`src/rtl/rob_multiport.sv`:
```
// Reorder buffer: in-order allocation, out-of-order completion over WB_PORTS writeback channels, in-order commit.
// Latency: writeback reaches entry state and the broadcast registers one cycle later; commit is combinational from registered state.
// Backpressure: alloc_ready drops when full without a freeing commit, during flush, and on a mispredicting commit; commit_stall holds the head.
module rob_multiport #(
    parameter int DEPTH    = 8,
    parameter int TAG_W    = $clog2(DEPTH),
    parameter int DATA_W   = 32,
    parameter int WB_PORTS = 3
) (
    input  logic                         clk,
    input  logic                         rst,
    input  logic                         alloc_valid,
    output logic                         alloc_ready,
    input  logic [DATA_W-1:0]            alloc_pc,
    input  logic                         alloc_has_rd,
    input  logic [4:0]                   alloc_rd,
    output logic [TAG_W-1:0]             alloc_tag,
    input  logic [WB_PORTS-1:0]          wb_valid,
    input  logic [WB_PORTS*TAG_W-1:0]    wb_tag,
    input  logic [WB_PORTS*DATA_W-1:0]   wb_data,
    input  logic [WB_PORTS-1:0]          wb_mispredict,
    input  logic [WB_PORTS*DATA_W-1:0]   wb_target,
    output logic [WB_PORTS-1:0]          bcast_valid,
    output logic [WB_PORTS*TAG_W-1:0]    bcast_tag,
    output logic [WB_PORTS*DATA_W-1:0]   bcast_data,
    input  logic                         commit_stall,
    output logic                         commit_valid,
    output logic [TAG_W-1:0]             commit_tag,
    output logic                         commit_has_rd,
    output logic [4:0]                   commit_rd,
    output logic [DATA_W-1:0]            commit_data,
    output logic                         flush,
    output logic [DATA_W-1:0]            flush_pc,
    output logic [TAG_W:0]               count
);

    localparam logic [TAG_W:0]   FULL_CNT = (TAG_W+1)'(DEPTH);
    localparam logic [TAG_W-1:0] TAG_ONE  = TAG_W'(1);

    // Per-entry state
    logic [DEPTH-1:0]  ent_valid;
    logic [DEPTH-1:0]  ent_done;
    logic [DEPTH-1:0]  ent_mispredict;
    logic [DEPTH-1:0]  ent_has_rd;
    logic [4:0]        ent_rd     [DEPTH];
    logic [DATA_W-1:0] ent_pc     [DEPTH];
    logic [DATA_W-1:0] ent_data   [DEPTH];
    logic [DATA_W-1:0] ent_target [DEPTH];

    logic [TAG_W-1:0]  head;
    logic [TAG_W-1:0]  tail;
    logic [TAG_W:0]    cnt;

    // Unpacked writeback channels
    logic [TAG_W-1:0]    wb_tag_a    [WB_PORTS];
    logic [DATA_W-1:0]   wb_data_a   [WB_PORTS];
    logic [DATA_W-1:0]   wb_target_a [WB_PORTS];
    logic [WB_PORTS-1:0] wb_accept;

    logic full;
    logic alloc_fire;
    logic mp_commit;

    // Unpack each writeback port and accept it only for a live, not yet completed entry outside a flush
    always_comb begin
        for (int i = 0; i < WB_PORTS; i++) begin
            wb_tag_a[i]    = wb_tag[i*TAG_W +: TAG_W];
            wb_data_a[i]   = wb_data[i*DATA_W +: DATA_W];
            wb_target_a[i] = wb_target[i*DATA_W +: DATA_W];
            wb_accept[i]   = wb_valid[i] && ent_valid[wb_tag_a[i]]
                             && !ent_done[wb_tag_a[i]] && !flush;
        end
    end

    assign full          = (cnt == FULL_CNT);
    assign commit_valid  = ent_valid[head] && ent_done[head] && !commit_stall && !flush;
    assign mp_commit     = commit_valid && ent_mispredict[head];
    // A commit in the same cycle frees the head slot, so a full buffer can still accept
    assign alloc_ready   = (!full || commit_valid) && !flush && !mp_commit;
    assign alloc_fire    = alloc_valid && alloc_ready;

    assign alloc_tag     = tail;
    assign commit_tag    = head;
    assign commit_has_rd = ent_has_rd[head];
    assign commit_rd     = ent_rd[head];
    assign commit_data   = ent_data[head];
    assign count         = cnt;

    // Head/tail pointers and occupancy; a mispredicting commit rewinds the whole buffer
    always_ff @(posedge clk or negedge rst) begin
        if (!rst) begin
            head <= '0;
            tail <= '0;
            cnt  <= '0;
        end else if (mp_commit) begin
            head <= '0;
            tail <= '0;
            cnt  <= '0;
        end else begin
            if (commit_valid) begin
                head <= head + TAG_ONE;
            end
            if (alloc_fire) begin
                tail <= tail + TAG_ONE;
            end
            cnt <= cnt + (TAG_W+1)'(alloc_fire) - (TAG_W+1)'(commit_valid);
        end
    end

    // Entry state: flush wipes all entries; otherwise writebacks (highest port last), commit clear, then allocation
    always_ff @(posedge clk or negedge rst) begin
        if (!rst) begin
            ent_valid      <= '0;
            ent_done       <= '0;
            ent_mispredict <= '0;
            ent_has_rd     <= '0;
            for (int e = 0; e < DEPTH; e++) begin
                ent_rd[e]     <= '0;
                ent_pc[e]     <= '0;
                ent_data[e]   <= '0;
                ent_target[e] <= '0;
            end
        end else if (mp_commit) begin
            ent_valid      <= '0;
            ent_done       <= '0;
            ent_mispredict <= '0;
        end else begin
            for (int i = 0; i < WB_PORTS; i++) begin
                if (wb_accept[i]) begin
                    ent_done[wb_tag_a[i]]       <= 1'b1;
                    ent_mispredict[wb_tag_a[i]] <= wb_mispredict[i];
                    ent_data[wb_tag_a[i]]       <= wb_data_a[i];
                    ent_target[wb_tag_a[i]]     <= wb_target_a[i];
                end
            end
            if (commit_valid) begin
                ent_valid[head]      <= 1'b0;
                ent_done[head]       <= 1'b0;
                ent_mispredict[head] <= 1'b0;
            end
            // Allocation comes last so a slot freed by this cycle's commit is reused cleanly
            if (alloc_fire) begin
                ent_valid[tail]      <= 1'b1;
                ent_done[tail]       <= 1'b0;
                ent_mispredict[tail] <= 1'b0;
                ent_has_rd[tail]     <= alloc_has_rd;
                ent_rd[tail]         <= alloc_rd;
                ent_pc[tail]         <= alloc_pc;
            end
        end
    end

    // Registered broadcast of every accepted writeback, one per port
    always_ff @(posedge clk or negedge rst) begin
        if (!rst) begin
            bcast_valid <= '0;
            bcast_tag   <= '0;
            bcast_data  <= '0;
        end else begin
            bcast_valid <= wb_accept;
            for (int i = 0; i < WB_PORTS; i++) begin
                if (wb_accept[i]) begin
                    bcast_tag[i*TAG_W +: TAG_W]    <= wb_tag_a[i];
                    bcast_data[i*DATA_W +: DATA_W] <= wb_data_a[i];
                end
            end
        end
    end

    // One-cycle flush pulse carrying the redirect target of the mispredicting commit
    always_ff @(posedge clk or negedge rst) begin
        if (!rst) begin
            flush    <= 1'b0;
            flush_pc <= '0;
        end else begin
            flush <= mp_commit;
            if (mp_commit) begin
                flush_pc <= ent_target[head];
            end
        end
    end

endmodule
```
`config.mk`:
```
export PLATFORM = sky130hd
export DESIGN_NAME = rob_multiport
export DESIGN_NICKNAME = d
export VERILOG_FILES = /design/src/rtl/rob_multiport.sv
export SDC_FILE = /design/constraint.sdc
export NUM_CORES = 2
export LEC_CHECK = 0
export ABC_CLOCK_PERIOD_IN_PS = 4200
export BUFFER_PORTS_ARGS = -buffer_cell sky130_fd_sc_hd__buf_4
export CELL_PAD_IN_SITES_DETAIL_PLACEMENT = 2
export CELL_PAD_IN_SITES_GLOBAL_PLACEMENT = 2
export CORE_UTILIZATION = 38
export DETAILED_ROUTE_END_ITERATION = 10
export PLACE_DENSITY_LB_ADDON = 0.1
export SLEW_MARGIN = 0
export SYNTH_ARGS = -nofsm -noshare
export SYNTH_HDL_FRONTEND = slang
export SYNTH_SLANG_ARGS = --single-unit
```
`constraint.sdc`:
```
create_clock -name clk -period 4.2 [get_ports clk]
set_input_delay 0.42 -clock clk [delete_from_list [all_inputs] [get_ports clk]]
set_output_delay 0.42 -clock clk [all_outputs]
set_load 0.02 [all_outputs]
```
Word level (Yosys, flattened, before mapping)
Cells that the tools add are included.
{ "op_classes": {"n_mux": 97, "order_cmp": 19, "n_reduce_logical": 36, "eq_ne": 1, "n_addsub": 4, "bitwise_logic": 17} }
{ "ops": {"columns": ["op", "count"], "rows": [
  ["$mux 256", 10],
  ["$bwmux 256", 6],
  ["$demux 32 s3", 3],
  ["$mux 32", 7],
  ["$bmux 32 s3", 2],
  ["$mux 8", 24],
  ["$and 8x8->8", 5],
  ["$bwmux 40", 1],
  ["$bwmux 8", 4],
  ["$or 8x8->8", 4],
  ["$bmux 1 s3", 10],
  ["$logic_and 1x1->1", 25],
  ["$ge 4x4->1 const B", 5],
  ["$lt 3x4->1 const B", 5],
  ["$not 3->4", 5],
  ["$lt 4x1->1 const B", 4],
  ["$not 8->8", 2],
  ["$bmux 5 s3", 1],
  ["$demux 1 s3", 5],
  ["$demux 5 s3", 1],
  ["$ge 3x1->1 const B", 5],
  ["$mux 1", 15],
  ["$mux 5", 3],
  ["$mux 3", 4],
  ["10 further kinds", 18]
]} }
{ "totals": {"reg_bits": 735, "in_bits": 249, "word_cells": 214} }

Logic depth before layout (Yosys ltp)
{ "depth": {"word_depth": 19, "ltp_mapped": 17, "ltp_nobuf": 13} }

Worst setup path after synthesis
Ideal clock, no wire load.
{ "synth_timing": {"path_type": "reg2reg", "from": "reg head[0] (netlist: commit_tag[0])", "to": "reg cnt[2] (netlist: count[2])", "setup_ns": 0.121, "path_buffers": 2, "arrival_time_ns": 3.586, "synth_period_minus_slack_ns": 3.707, "slack_ns": 0.493, "path_stages_with_launch": 14, "path_cell_list": "dfrtp_1 > buf_4 > mux2i_1 > mux4_2 > nor4_4 > a21oi_4 > clkbuf_1 > or3_1 > ha_1 > inv_1 > ha_1 > fa_1 > xnor2_1 > nor2_1"} }
{ "synth_via": {"elab_chain_len": 12} }
{ "synth_lines": {"columns": ["item", "line_no", "rtl"], "rows": [
  ["start: declaration", "50", "logic [TAG_W-1:0] head;"],
  ["start signal: assignment", "101", "head <= head + TAG_ONE;"],
  ["$bmux 1 s3", "76", "assign commit_valid = ent_valid[head] && ent_done[head] && !commit_stall && !flush;"],
  ["$mux 1 (implied by the code)", "76", null],
  ["$logic_and 1x1->1 (3 in series)", "76", null],
  ["$logic_or 1x1->1 or $logic_and 1x1->1 (tied branches)", "79, 77", null],
  ["$logic_and 1x1->1 or $logic_not 1->1 (tied branches)", "79", "assign alloc_ready = (!full || commit_valid) && !flush && !mp_commit;"],
  ["$logic_and 1x1->1", "79", null],
  ["$logic_and 1x1->1", "80", "assign alloc_fire = alloc_valid && alloc_ready;"],
  ["$add 4x1->4", "106", "cnt <= cnt + (TAG_W+1)'(alloc_fire) - (TAG_W+1)'(commit_valid);"],
  ["$sub 4x1->4", "106", null],
  ["$mux 4 *", "95", "end else if (mp_commit) begin"],
  ["end signal: assignment", "106", null],
  ["end: declaration", "52", "logic [TAG_W:0] cnt;"]
]} }
Mark *: on every way between the ends. The rest lies on a longest branch, timed or not. The select of a mux whose other input is x is not followed.
A chain may end at the register's enable or synchronous reset.

Final worst setup path
{ "layout_timing": {"from": "reg head[1] (netlist: commit_tag[1])", "to": "out alloc_ready"} }
{ "layout_via": {"elab_chain_len": 8} }
{ "layout_lines": {"columns": ["item", "line_no", "rtl"], "rows": [
  ["$bmux 1 s3", "76", null],
  ["$mux 1 (implied by the code)", "76", null],
  ["$logic_and 1x1->1 (3 in series)", "76", null],
  ["$logic_or 1x1->1 or $logic_and 1x1->1 (tied branches)", "79, 77", null],
  ["$logic_and 1x1->1 or $logic_not 1->1 (tied branches)", "79", null],
  ["$logic_and 1x1->1 *", "79", null],
  ["end: declaration", "13", "output logic alloc_ready,"]
]} }
Marked as above.

==> run_results.csv <==
group,metric,value,unit
place,dp_cells,6215,
logic_synthesis,synth_area_leaders,"dfrtp_1 41%, mux2i_1 9.7%, a21oi_1 4.6%",
logic_synthesis,avgSynthCellArea,9.35,µm²
logic_synthesis,synth_cells,4802,
critical_path,slowest_delay,640,ps
floorplan,dieHeight,346,µm
clock_network,cts-htree-levels,3,
logic_synthesis,synth_edf_count,0,
sta,post-route-period-util,0.939,
detailed_routing,firstDrtPassIters,5,
detailed_routing,wl_per_cell,36.1,µm
sta,maxSlewHeadroom,0.197,
critical_path,crit_start,"commit_tag[1]",
pwr,ir_drop,0.422,mV
finish,fin_cells,6395,
critical_path,cp_slowest_cell,"nor3_1",
run,max_cap_viol_count,0,
critical_path,worstSetupStartpointType,"register",
grt,grt-ovfl-total,0,
detailed_routing,wirelength,231000,µm
clock_network,path_clk_slew,70,ps
finish,syn_to_final_growth,16.5,%
sta,setup_slack,258,ps
clock_network,cts_tree,"done",
grt,grt_start_max_net_pins,163,
clock_network,worstSkewPairLatency,700,ps
logic_synthesis,yosys_warnings,0,
logic_synthesis,netlist_area,44900,µm²
sta,setup_viol,0,
clock_network,numCtsBuffers,93,
pwr,power_density,734,nW/µm²
detailed_routing,drt_iter0_markers,4036,
sta,finalSetupTns,0,ps
logic_synthesis,synth_top_area_cell,"dfrtp_1",
clock_network,cts-root-buf,"clkbuf_16",
finish,nets,5052,
critical_path,r2r-start,"commit_tag[1]",
clock_network,cts_max_path_buffers,3,
sta,fin_skew,36.7,ps
critical_path,r2r-end,"ent_data[57]",
hold_path,min_path_type,"primary input to register",
detailed_routing,vias,45138,
logic_synthesis,ys_seq_elements,735,
critical_path,cp_max_fo,119,
critical_path,critPathCapture,"alloc_ready",
logic_synthesis,yosysTopAreaCellShare,0.410,
critical_path,cp.required,3780,ps
floorplan,start_util,0.385,
floorplan,fp.dieW,346,µm
floorplan,core,117000,µm²
floorplan,io-pin-count,440,
pwr,p_leak,21.9,nW
clock_network,post_cts_resized,0,
logic_synthesis,syn_nets,5059,
finish,drive_above_1_share,0.196,
critical_path,reg2regPathDepth,9,
sta,fin_crit,3940,ps
sta,rsz0062_at_grt,"false",
logic_synthesis,synthFlopType,"dfrtp_1",
pwr,total_power,38.4,mW
detailed_routing,ant_nets,0,
detailed_routing,drt-vias-per-instance,7.06,
place,place_congestion,0.835,
floorplan,dieArea,120000,µm²
critical_path,path_class,"register to output port",
critical_path,cp_data_arrival_time,3520,ps
grt,antenna_found_initial,17,
floorplan,rows,125,
sta,hold_violations,0,
logic_synthesis,ys_types,72,
logic_synthesis,synthArstFlopShare,1.00,
sta,tightest_slew,1200,ps
clock_network,cts.sink_count,735,
sta,slew_viol_final,0,
place,dpl_worst_slack,280,ps
place,hpwl,129000,µm
grt,track_usage,0.378,
outcome,status,"finished, final reports clean",
critical_path,reg2reg_slack,330,ps
sta,max_freq,254,MHz
logic_synthesis,seq_area_frac_synth,0.410,
grt,grt_pass1_vias,48667,
place,portBuffers,407,
grt,grt_pass1_wl,341000,µm
detailed_routing,route.detailed.drc,0,
critical_path,worstPathCellList,"buf_4, a211oi_1, nor3_1, nand2_8, inv_8, buf_12, nor3_1, buf_4",
critical_path,end_kind,"output port",
## cell families (layout without fill, tap and decap cells)
logic type | Yosys count | in the layout | synth area share
AOI/OAI and AO/OA | 1862 | 1862 | 0.290
and+or+nand+nor | 867 | 867 | 0.0922
muxes | 598 | 598 | 0.139
adders and majority gates | 8 | 8 | 0.00240
DFF | 735 | 735 | 0.410
buffers and inverters | 730 | 789 | 0.0668
xor gates and xnor gates | 2 | 2 | 0.000390
other | 0 | 10 | 0
## stage by stage
step / hold WS [ps] / instance area (µm²) / utilization
after global routing: 33.8 / 52300 / 0.448
after CTS: 5.94 / 52300 / 0.448
after global placement: 462 / 49200 / 0.422
final: 36.3 / 52300 / 0.448
after detailed placement: 472 / 49200 / 0.422
after floorplan: 124 / 44900 / -
## layout by cell type (no fill, tap or decap), types with 27 or more instances in the layout
| cell | synthesis | final |
|---|---|---|
| a2111oi_0 | 129 | 128 |
| a21oi_1 | 413 | 412 |
| a221o_1 | 128 | 128 |
| a221oi_1 | 51 | 51 |
| a22o_1 | 51 | 51 |
| a22oi_1 | 183 | 182 |
| a2bb2oi_1 | 69 | 69 |
| a31oi_1 | 32 | 32 |
| a32oi_1 | 34 | 34 |
| buf_12 | 0 | 47 |
| buf_4 | 39 | 527 |
| clkbuf_1 | 480 | 27 |
| clkbuf_16 | 0 | 95 |
| dfrtp_1 | 735 | 735 |
| inv_1 | 46 | 46 |
| mux2_2 | 145 | 145 |
| mux2i_1 | 437 | 437 |
| nand2_1 | 229 | 224 |
| nand4_1 | 41 | 41 |
| nor2_1 | 243 | 240 |
| nor3_1 | 205 | 203 |
| o211ai_1 | 101 | 101 |
| o21ai_0 | 399 | 399 |
| o221a_2 | 33 | 33 |
| o221ai_1 | 63 | 63 |
| o22a_1 | 27 | 27 |
| o311ai_0 | 98 | 98 |
| or3_1 | 39 | 37 |
## Yosys cell counts (7+ instances only)
cell type,count
nor3_1,205
buf_4,39
buf_2,52
a22oi_1,183
inv_1,46
nand3_1,14
a21oi_1,413
clkbuf_2,8
or3_1,39
a2111oi_0,129
o311ai_0,98
dfrtp_1,735
a221o_1,128
a221oi_1,51
clkbuf_1,480
a22o_1,51
nand2b_1,14
and2_1,12
o221a_2,33
mux2i_1,437
nor2_1,243
buf_1,99
ha_1,7
mux2_2,145
or4_1,9
nor2b_1,9
a2bb2oi_1,69
a31oi_1,32
o21ai_0,399
o211ai_1,101
nand3b_1,8
a211oi_1,8
a21o_1,19
nand2_1,229
nand4_1,41
o22a_1,27
mux2_1,12
a32oi_1,34
o221ai_1,63
## worst max-delay path: cells and delay by family, from the launching register on
kind	cells	cell delay (ps)
flip-flops	1	600
AND/OR/NAND/NOR	3	920
AO/OA/AOI/OAI	1	140
buffers and inverters	4	1120
## report_power, final
part	internal, mW	switching (mW)
registers	10.6	2.81
clock network	4.71	3.46
logic	7.15	9.63
total	22.5	15.9
## worst min-delay path by stage
stage                startpoint           endpoint  cells after the start
2_1_floorplan               rst       alloc_tag[0]                      0
3_3_place_gp       flush_pc[21]       flush_pc[21]                      1
3_5_place_dp        flush_pc[3]        flush_pc[3]                      1
4_1_cts        wb_mispredict[2]  ent_mispredict[1]                      3
5_1_grt             alloc_rd[3]         ent_rd[18]                      2
6_report       wb_mispredict[2]  ent_mispredict[1]                      3
## what timing repair did
item / CTS / global route
setup endpoints to repair: 0 / 1
hold buffers: 6 / 0
hold endpoints to repair: 80 / 0
setup buffers: 0 / 3
## registers in the layout, summed over array words and instances, names as in the netlist
register,flops
alloc_tag,3
bcast_data,96
bcast_tag,9
bcast_valid,3
commit_tag,3
count,4
ent_data,256
ent_done,8
ent_has_rd,8
ent_mispredict,8
ent_rd,40
ent_target,256
ent_valid,8
flush,1
flush_pc,32
## layout make-up
class	count	area, µm²
fill	12328	64400
multi-input combinational	3337	23900
sequential	735	18400
timing repair buffer	581	4970
clock buffer	141	2740
tap	1524	1910
clock inverter	20	233
inverter	47	184
antenna	10	25.0
## routing by layer
layer  GRT usage  part of all wire  vias up  wire (µm)
met5           0           0.00040        -         92
met2       0.624              0.47     2213     109000
met4       0.174             0.048       12      11000
met1       0.482              0.41    23838      93700
met3      0.0657             0.074      652      17000
li1            -                 -    18423          -
No activity file was read; power rests on OpenSTA's default activity.
